<file path="src/rtl/rr_arb4_ctrl.sv">
// Four-requester round-robin arbiter with a per-owner hold limit.
// Every grant ends with a one-cycle turnaround gap. Hold-limit expiry is flagged by a timeout pulse.
module rr_arb4_ctrl #(
  parameter int unsigned MAX_HOLD = 8
) (
  input  logic       clk,
  input  logic       rst,
  input  logic       en,
  input  logic [3:0] req,
  output logic [3:0] gnt,
  output logic [1:0] gnt_idx,
  output logic       busy,
  output logic       timeout
);

  localparam logic [1:0] S_IDLE  = 2'd0;
  localparam logic [1:0] S_GRANT = 2'd1;
  localparam logic [1:0] S_GAP   = 2'd2;

  localparam logic [3:0] HOLD_LAST = 4'(MAX_HOLD - 1);

  logic [1:0] state_q,    state_d;
  logic [1:0] ptr_q,      ptr_d;
  logic [1:0] gnt_idx_q,  gnt_idx_d;
  logic [3:0] hold_cnt_q, hold_cnt_d;
  logic       timeout_q,  timeout_d;

  logic       win_found;
  logic [1:0] win_idx;
  logic [1:0] cand;
  logic       arb_go;

  // Search ptr+1, ptr+2, ptr+3, then ptr itself last (k=4 wraps to offset 0).
  always_comb begin
    win_found = 1'b0;
    win_idx   = ptr_q;
    cand      = ptr_q;
    for (int unsigned k = 1; k <= 4; k++) begin
      cand = ptr_q + 2'(k);
      if (!win_found && req[cand]) begin
        win_found = 1'b1;
        win_idx   = cand;
      end
    end
  end

  assign arb_go = en & win_found;

  always_comb begin
    state_d    = state_q;
    ptr_d      = ptr_q;
    gnt_idx_d  = gnt_idx_q;
    hold_cnt_d = hold_cnt_q;
    timeout_d  = 1'b0;
    case (state_q)
      S_IDLE, S_GAP: begin
        if (arb_go) begin
          state_d    = S_GRANT;
          ptr_d      = win_idx;
          gnt_idx_d  = win_idx;
          hold_cnt_d = '0;
        end else begin
          state_d = S_IDLE;
        end
      end
      S_GRANT: begin
        // Release wins over expiry so a coincident drop never pulses timeout.
        if (!req[gnt_idx_q]) begin
          state_d = S_GAP;
        end else if (hold_cnt_q == HOLD_LAST) begin
          state_d   = S_GAP;
          timeout_d = 1'b1;
        end else begin
          hold_cnt_d = hold_cnt_q + 4'd1;
        end
      end
      default: state_d = S_IDLE;
    endcase
  end

  always_ff @(posedge clk or posedge rst) begin
    if (rst) begin
      state_q    <= S_IDLE;
      ptr_q      <= 2'd3;
      gnt_idx_q  <= 2'd3;
      hold_cnt_q <= '0;
      timeout_q  <= 1'b0;
    end else begin
      state_q    <= state_d;
      ptr_q      <= ptr_d;
      gnt_idx_q  <= gnt_idx_d;
      hold_cnt_q <= hold_cnt_d;
      timeout_q  <= timeout_d;
    end
  end

  assign busy    = (state_q == S_GRANT);
  assign gnt     = busy ? (4'b0001 << gnt_idx_q) : '0;
  assign gnt_idx = gnt_idx_q;
  assign timeout = timeout_q;

endmodule

</file>
<file path="config.mk">
export PLATFORM = sky130hd
export DESIGN_NAME = rr_arb4_ctrl
export DESIGN_NICKNAME = d
export VERILOG_FILES = /design/src/rtl/rr_arb4_ctrl.sv
export SDC_FILE = /design/constraint.sdc
export NUM_CORES = 1
export LEC_CHECK = 0
export CORE_UTILIZATION = 44
export DETAILED_ROUTE_END_ITERATION = 12
export PLACE_DENSITY = 0.76
export SLEW_MARGIN = 20
export SYNTH_ARGS = -nofsm -noshare
export SYNTH_HDL_FRONTEND = slang
export SYNTH_SLANG_ARGS = --single-unit
export TNS_END_PERCENT = 5
</file>
<file path="constraint.sdc">
create_clock -name clk -period 2.2 [get_ports clk]
set_input_delay 0.44 -clock clk [delete_from_list [all_inputs] [get_ports clk]]
set_output_delay 0.44 -clock clk [all_outputs]
set_load 0.01 [all_outputs]
</file>
==> parameters.txt, run 1 <==
Parameter                              Value

Route
  Vias ... 628
  Remaining design rule violation count ... 0
  Routed len/inst ... 13.4 um
  Routed WL ... 1.40 mm
  DR pass1 iterations ... 4
  Antenna Violating Nets Remaining ... 0
  Per-cell via count in the routed design ... 5.98
  Drt initial violations ... 11

Critical path
  Worst setup path class ... flop to output port
  Worst path arrival time ... 1.72 ns
  Crit end category ... output port
  RR Endpoint ... gnt_idx[1]
  Worst R2R Start ... gnt_idx[1]
  Category of the worst setup path launch point ... flop
  Required time reported for the critical path endpoint ... 1.76 ns
  Worst path cell trace ... buf_6 > ha_1 > and2_1 > clkdlybuf4s50_1
  Critical Path Slowest Stage Cell ... dfstp_2
  Max incr delay on CP ... 0.55 ns
  Maximum fanout encountered on the critical timing path ... 8
  Flop2flop setup slack ... 0.23 ns
  CP Launch Point ... gnt_idx[1]
  Cells on worst reg2reg path ... 5
  Capturing element of the worst setup path ... gnt[2]

Cells and area
  Finished Layout Cells ... 105
  Fraction of layout cells with a size suffix above 1 ... 18.0%
  Area growth from synthesis to layout ... 23.5%
  Cell area after layout ... 895 um^2
  Commonest non-fill, non-tap cell in the layout ... clkdlybuf4s50_1
  Number of nets in the final layout ... 102
  Highest-count cells in the layout ignoring fill and taps ... clkdlybuf4s50_1 (12), dfrtp_1 (7), inv_1 (6), nand2_1 (5), ha_1 (5)
  Antenna Diode Count ... 0

Synth
  Cell area after synthesis ... 724 um^2
  Total number of yosys warnings ... 0
  Flip-flop and latch count after synthesis ... 9
  Syn Inst Count ... 72
  Synth cell types ... 33
  Mean post-synth cell area ... 10.1 um^2
  Synthesized Nets ... 84
  Register area share after synthesis ... 31.4%

Clocking
  Number of buffers created by CTS ... 3
  Cts hold-fix bufs ... 0
  CTS tree ... yes
  Clk root buf ... clkbuf_4
  Max Root-Sink Buffers ... 2
  Number of levels in the clock H-tree ... 1
  Latest clock arrival within the worst-skew pair ... 0.27 ns
  Total number of clock tree sinks ... 9
  Clock slew at reported path FFs ... 0.06 ns
  Number of setup buffers added after CTS ... 0

Power
  Fraction of power consumed by combinational cells ... 61.2%
  Worst IR Drop VDD ... 683 uV
  Total power per unit cell area ... 1220 nW/um^2
  Share of total power consumed by net switching ... 40.8%
  Net load switching power ... 446 uW
  Internal power component ... 647 uW
  Standby leakage power ... 0.435 nW
  Total design power ... 1.09 mW
  Power share of the clock group ... 12.0%
  Register share of total power ... 26.8%

Die
  Starting utilization of the core area ... 47.5%
  Die ar. ... 1810 um^2
  Area inside the core boundary ... 1520 um^2
  Height of the die ... 42.6 um
  Count of standard-cell rows ... 14
  Chip Width ... 42.6 um
  Top-Level Pins ... 15

Global route
  Global route overflow ... 0
  Vias in the first global route ... 526
  First-pass GRT wire length ... 2.35 mm
  Global router's overall resource usage ... 17.4%
  Maximum number of pins on one net before global-route repair ... 12
  Antenna violations before repair ... 0

Timing
  Number of hold-slack violations in the final timing report ... 0
  Relative max-transition margin ... 64.3%
  Worst slack on hold paths ... 0.430 ns
  Final Max Tran Viols ... 0
  Number of failing setup endpoints in the final timing report ... 0
  Final cycle utilization of the critical path ... 98.0%
  Final critical path time including I/O delays and setup ... 2.16 ns
  Pin slew with the least headroom to its limit ... 0.535 ns
  Worst clock skew on the final layout ... 0.00166 ns
  Fmax ... 0.464 GHz

Hold path
  Class of the tightest hold or removal check ... input pin to asynchronous set/reset pin

Place
  Number of buffers inserted by port buffering ... 14
  RePlAce Congestion ... 0.847
  Detail Placement HPWL ... 1.06 mm
  Total instance count after detailed placement ... 101
  Area after DPL ... 860 um^2

Run status
  Status ... finished clean

Run
  Number of max-capacitance violations reported ... 0
[critical path, delay by kind of cell (launching register included)]
family,cells,cell delay (ns)
AND/OR/NAND/NOR,1,0.11
flip-flops,1,0.55
buffers and inverters,2,0.65
adder cells (fa/ha/maj),1,0.14
[sequential cells by signal, summed over array words and instances, names as in the netlist]
| signal | flops |
|---|---|
| state_q | 2 |
| timeout | 1 |
| gnt_idx | 2 |
| hold_cnt_q | 4 |
[what timing repair did]
item                                   CTS  global route
endpoints found under the hold margin    0             0
resized for setup                        0             3
setup endpoints to repair                0             3
[final cells by class]
type                    instances  area [um^2]
well taps                      16         20.0
multi-input cells              51          412
inverters                       6         22.5
flip-flops and latches          9          228
repair buffers                 19          186
fillers                       132          629
clock buffers                   4         26.3
[through the flow]
stage | utilization (%) | setup WS, ns | setup TNS [ns]
finish | 58.7 | 0.0445 | 0
global route | 58.7 | -0.00726 | -0.00726
CTS | 58.1 | 0.00173 | 0
detailed placement | 56.4 | -0.00584 | -0.00584
global placement | 56.4 | 0.0529 | 0
floorplan | - | 0.0799 | 0
[metal layers]
metal | up-vias | GRT usage [%] | wire [um] | part of all wire [%]
met5 | - | 0 | 0 | 0
met2 | 31 | 26.2 | 667 | 48
met3 | 4 | 7.76 | 118 | 8.4
met1 | 297 | 23.2 | 605 | 43
li1 | 296 | - | - | -
met4 | 0 | 3.75 | 11 | 0.78
[how the worst min path moves through the flow]
stage	startpoint	to	slack (ns)	cells past startpoint
after CTS	rst	timeout	0.44	2
final	rst	timeout	0.43	2
after detailed placement	hold_cnt_q[3]	hold_cnt_q[3]	0.49	1
after global routing	rst	hold_cnt_q[3]	0.47	2
after floorplan	rst	hold_cnt_q[0]	0.27	1
after global placement	hold_cnt_q[3]	hold_cnt_q[3]	0.48	1
[synth_stat cells]
master    n  area share (%)
a22oi_1   2             2.1
mux4_1    1             3.6
or4_1     1             1.0
and3_1    1            0.86
clkbuf_8  1             1.9
nand3b_1  1             1.0
nor4_1    1            0.86
ha_1      5             8.6
o21ai_0   3             2.1
a31oi_2   1             1.7
mux2_2    1             1.6
nand2b_1  1            0.86
nand3_1   2             1.4
a41oi_1   1             1.2
nor2_1    2             1.0
inv_1     6             3.1
o311a_1   1             1.4
mux2i_1   3             4.1
clkbuf_1  1            0.52
o21a_4    1             2.1
mux4_2    1             3.1
a31oi_1   2             1.7
and2b_2   2             2.4
a21oi_1   4             2.8
dfstp_2   2             7.3
nor2b_1   1            0.86
o31ai_1   1             1.0
dfrtp_1   7              24
buf_6     4             6.2
a211oi_1  2             2.1
nand2_1   5             2.6
and2_1    4             3.5
o221ai_1  1             1.2
[power groups by stage]
| stage | Sequential (mW) | Clock [mW] | Combinational [mW] |
|---|---|---|---|
| finish | 0.293 | 0.131 | 0.668 |
| global route | 0.302 | 0.141 | 0.740 |
| CTS | 0.289 | 0.135 | 0.669 |
| detailed placement | 0.292 | 0 | 0.668 |
| global placement | 0.291 | 0 | 0.649 |
| floorplan | 0.315 | 0 | 0.479 |
[logic make-up (layout without fill, tap and decap cells)]
family | Yosys count | count (layout) | synth area share [%]
flip-flops | 9 | 9 | 31.4
buffers and inverters | 12 | 29 | 11.7
AND/OR/NAND/NOR | 21 | 21 | 16.4
adder cells (fa/ha/maj) | 5 | 5 | 8.64
multiplexers | 6 | 6 | 12.4
AO/OA/AOI/OAI | 19 | 19 | 19.3
Power figures use the tool's default switching activity.
==> inputs of run 2 (changes only) <==
- SKIP_LAST_GASP: not set -> 1
==> run 2 against run 1 <==
Sequential cell count stayed put. Combinational power hardly changed. Die area stayed put. Final cell count stayed put. Final area is 0.70% lower. Critical endpoint unchanged. Highest routed layer unchanged.
==> parameters.txt, run 2 (same netlist as run 1, synthesis figures left out) <==
Parameter                              Value

Global route
  First-pass GRT wire length ... 2.35 mm (unchanged)
  Global router's overall resource usage ... 17.4% (unchanged)
  Global route overflow ... 0 (unchanged)
  Maximum number of pins on one net before global-route repair ... 12 (unchanged)
  Antenna violations before repair ... 0 (unchanged)
  Vias in the first global route ... 526 (unchanged)

Clocking
  Number of levels in the clock H-tree ... 1 (unchanged)
  Total number of clock tree sinks ... 9 (unchanged)
  Latest clock arrival within the worst-skew pair ... 0.27 ns (about the same)
  Clock slew at reported path FFs ... 0.06 ns (about the same)
  Clk root buf ... clkbuf_4 (unchanged)
  Number of gates given a new drive strength after cts ... 0 (unchanged)
  Number of buffers created by CTS ... 3 (unchanged)
  Cts hold-fix bufs ... 0 (unchanged)
  CTS tree ... yes (unchanged)
  Max Root-Sink Buffers ... 2 (unchanged)
  Number of setup buffers added after CTS ... 0 (unchanged)

Route
  Total length of routed met2 wires ... 661 um (was 667 um)
  Vias ... 614 (was 628)
  WL met1 ... 642 um (was 605 um)
  Routed WL ... 1.41 mm (was 1.40 mm)
  Routed len/inst ... 13.4 um (about the same)
  Antenna Violating Nets Remaining ... 0 (unchanged)
  Remaining design rule violation count ... 0 (unchanged)
  DR pass1 iterations ... 4 (unchanged)
  Per-cell via count in the routed design ... 5.85 (was 5.98)
  Uppermost layer routed ... met4 (unchanged)
  WL met3 ... 92 um (was 118 um)
  Drt initial violations ... 11 (unchanged)

Timing
  Pin slew with the least headroom to its limit ... 0.541 ns (was 0.535 ns)
  Worst clock skew on the final layout ... 0.00190 ns (was 0.00166 ns)
  Number of failing setup endpoints in the final timing report ... 0 (unchanged)
  Unrepaired setup endpoints after global routing ... yes
  Worst slack on hold paths ... 0.429 ns (was 0.430 ns)
  Setup slack of the critical path after layout ... 0.0205 ns (was 0.0445 ns)
  Fmax ... 0.459 GHz (was 0.464 GHz)
  Final Max Tran Viols ... 0 (unchanged)
  Final critical path time including I/O delays and setup ... 2.18 ns (was 2.16 ns)
  Number of hold-slack violations in the final timing report ... 0 (unchanged)
  Final cycle utilization of the critical path ... 99.1% (was 98.0%)
  Relative max-transition margin ... 63.9% (was 64.3%)

Die
  Count of standard-cell rows ... 14 (unchanged)
  Die ar. ... 1810 um^2 (unchanged)
  Chip Width ... 42.6 um (unchanged)
  Area inside the core boundary ... 1520 um^2 (unchanged)
  Starting utilization of the core area ... 47.5% (unchanged)
  Height of the die ... 42.6 um (unchanged)
  Top-Level Pins ... 15 (unchanged)

Critical path
  CP Launch Point ... gnt_idx[1] (unchanged)
  Required time reported for the critical path endpoint ... 1.76 ns (about the same)
  Crit end category ... output port (unchanged)
  Critical Path Slowest Stage Cell ... dfstp_2 (unchanged)
  Maximum fanout encountered on the critical timing path ... 8 (unchanged)
  Worst path cell trace ... buf_4 > ha_1 > and2_1 > clkdlybuf4s50_1 (was buf_6 > ha_1 > and2_1 > clkdlybuf4s50_1)
  Worst setup path class ... flop to output port (unchanged)
  Worst path arrival time ... 1.74 ns (was 1.72 ns)
  Worst R2R Start ... gnt_idx[1] (unchanged)
  Cell type group with the largest total delay on the critical path ... buffers and inverters (unchanged)
  Category of the worst setup path launch point ... flop (unchanged)
  Max incr delay on CP ... 0.54 ns (was 0.55 ns)
  WP buf/inv ... 2 (unchanged)

Cells and area
  Number of nets in the final layout ... 102 (unchanged)
  Highest-count cells in the layout ignoring fill and taps ... clkdlybuf4s50_1 (13), dfrtp_1 (7), inv_1 (6) (was clkdlybuf4s50_1 (12), dfrtp_1 (7), inv_1 (6), nand2_1 (5), ha_1 (5))
  Area growth from synthesis to layout ... 22.6% (was 23.5%)
  Number of flip-flops under the largest register name ... 4 (unchanged)
  Area taken by flip-flops and latches ... 228 um^2 (unchanged)
  Antenna Diode Count ... 0 (unchanged)
  Fill cell total of the finished layout ... 132 (unchanged)
  Commonest non-fill, non-tap cell in the layout ... clkdlybuf4s50_1 (unchanged)
  Cell area after layout ... 888 um^2 (was 895 um^2)
  Area used by multi-input combinational logic ... 412 um^2 (unchanged)
  Register ranked first by flip-flop count ... hold_cnt_q (unchanged)
  Fraction of layout cells with a size suffix above 1 ... 18.0% (unchanged)

Place
  Detail Placement HPWL ... 1.06 mm (unchanged)
  Area after DPL ... 860 um^2 (unchanged)
  Worst setup slack before clock tree synthesis ... -0.00584 ns (unchanged)
  Number of buffers inserted by port buffering ... 14 (unchanged)
  RePlAce Congestion ... 0.847 (unchanged)

Power
  Worst IR Drop VDD ... 683 uV (about the same)
  Total power per unit cell area ... 1230 nW/um^2 (was 1220 nW/um^2)
  Total design power ... 1.09 mW (about the same)
  Standby leakage power ... 0.415 nW (was 0.435 nW)

Run status
  Status ... finished clean (unchanged)

Run
  Number of max-capacitance violations reported ... 0 (unchanged)

Hold path
  Class of the tightest hold or removal check ... input pin to asynchronous set/reset pin (unchanged)
-- run 2: changes by cell type in the layout (fill, tap and decap cells not counted) --
| cell | delta |
|---|---|
| clkdlybuf4s50_1 | +1 |
| buf_4 | +1 |
| dlymetal6s2s_1 | -1 |
| buf_6 | -1 |
-- run 2: final timing paths --
check | endpoint | slack [ns] | depth (start not counted)
worst max register to register | gnt_idx[1] | 0.24 | 5
worst max-delay path | gnt[2] | 0.02 | 4
min in group clk | hold_cnt_q[3] | 0.49 | 1
max in group asynchronous | gnt_idx[0] | 1.48 | 2
worst min-delay path | timeout | 0.43 | 2
worst min register to register | hold_cnt_q[3] | 0.49 | 1
-- run 2: final cells by class --
cell class / instances / share of cell area [%]
clock buffer: 4 / 2.96
inverter: 6 / 2.54
multi-input combinational: 51 / 46.3
sequential: 9 / 25.6
tap: 16 / 2.25
timing repair buffer: 19 / 20.3
-- run 2: per-layer routing --
metal	track usage, %	up-vias
li1	-	296
met1	23.2	291
met2	26.2	23
met3	7.76	4
met4	3.75	0
met5	0	-
-- run 2: per-stage QoR --
step	instances	util [%]	setup TNS, ns
final	105	58.3	0
after global routing	105	58.3	-0.0636
after CTS	105	58.1	0
after detailed placement	101	56.4	-0.00584
after global placement	101	56.4	0
after floorplan	72	-	0
-- run 2: power by group --
| group | internal (mW) | leakage (nW) | switching, mW | total (mW) |
|---|---|---|---|---|
| Sequential | 0.241 | 0.114 | 0.0494 | 0.290 |
| Combinational | 0.331 | 0.287 | 0.336 | 0.668 |
| Clock | 0.0702 | 0.0150 | 0.0616 | 0.132 |
| Total | 0.643 | 0.415 | 0.447 | 1.09 |
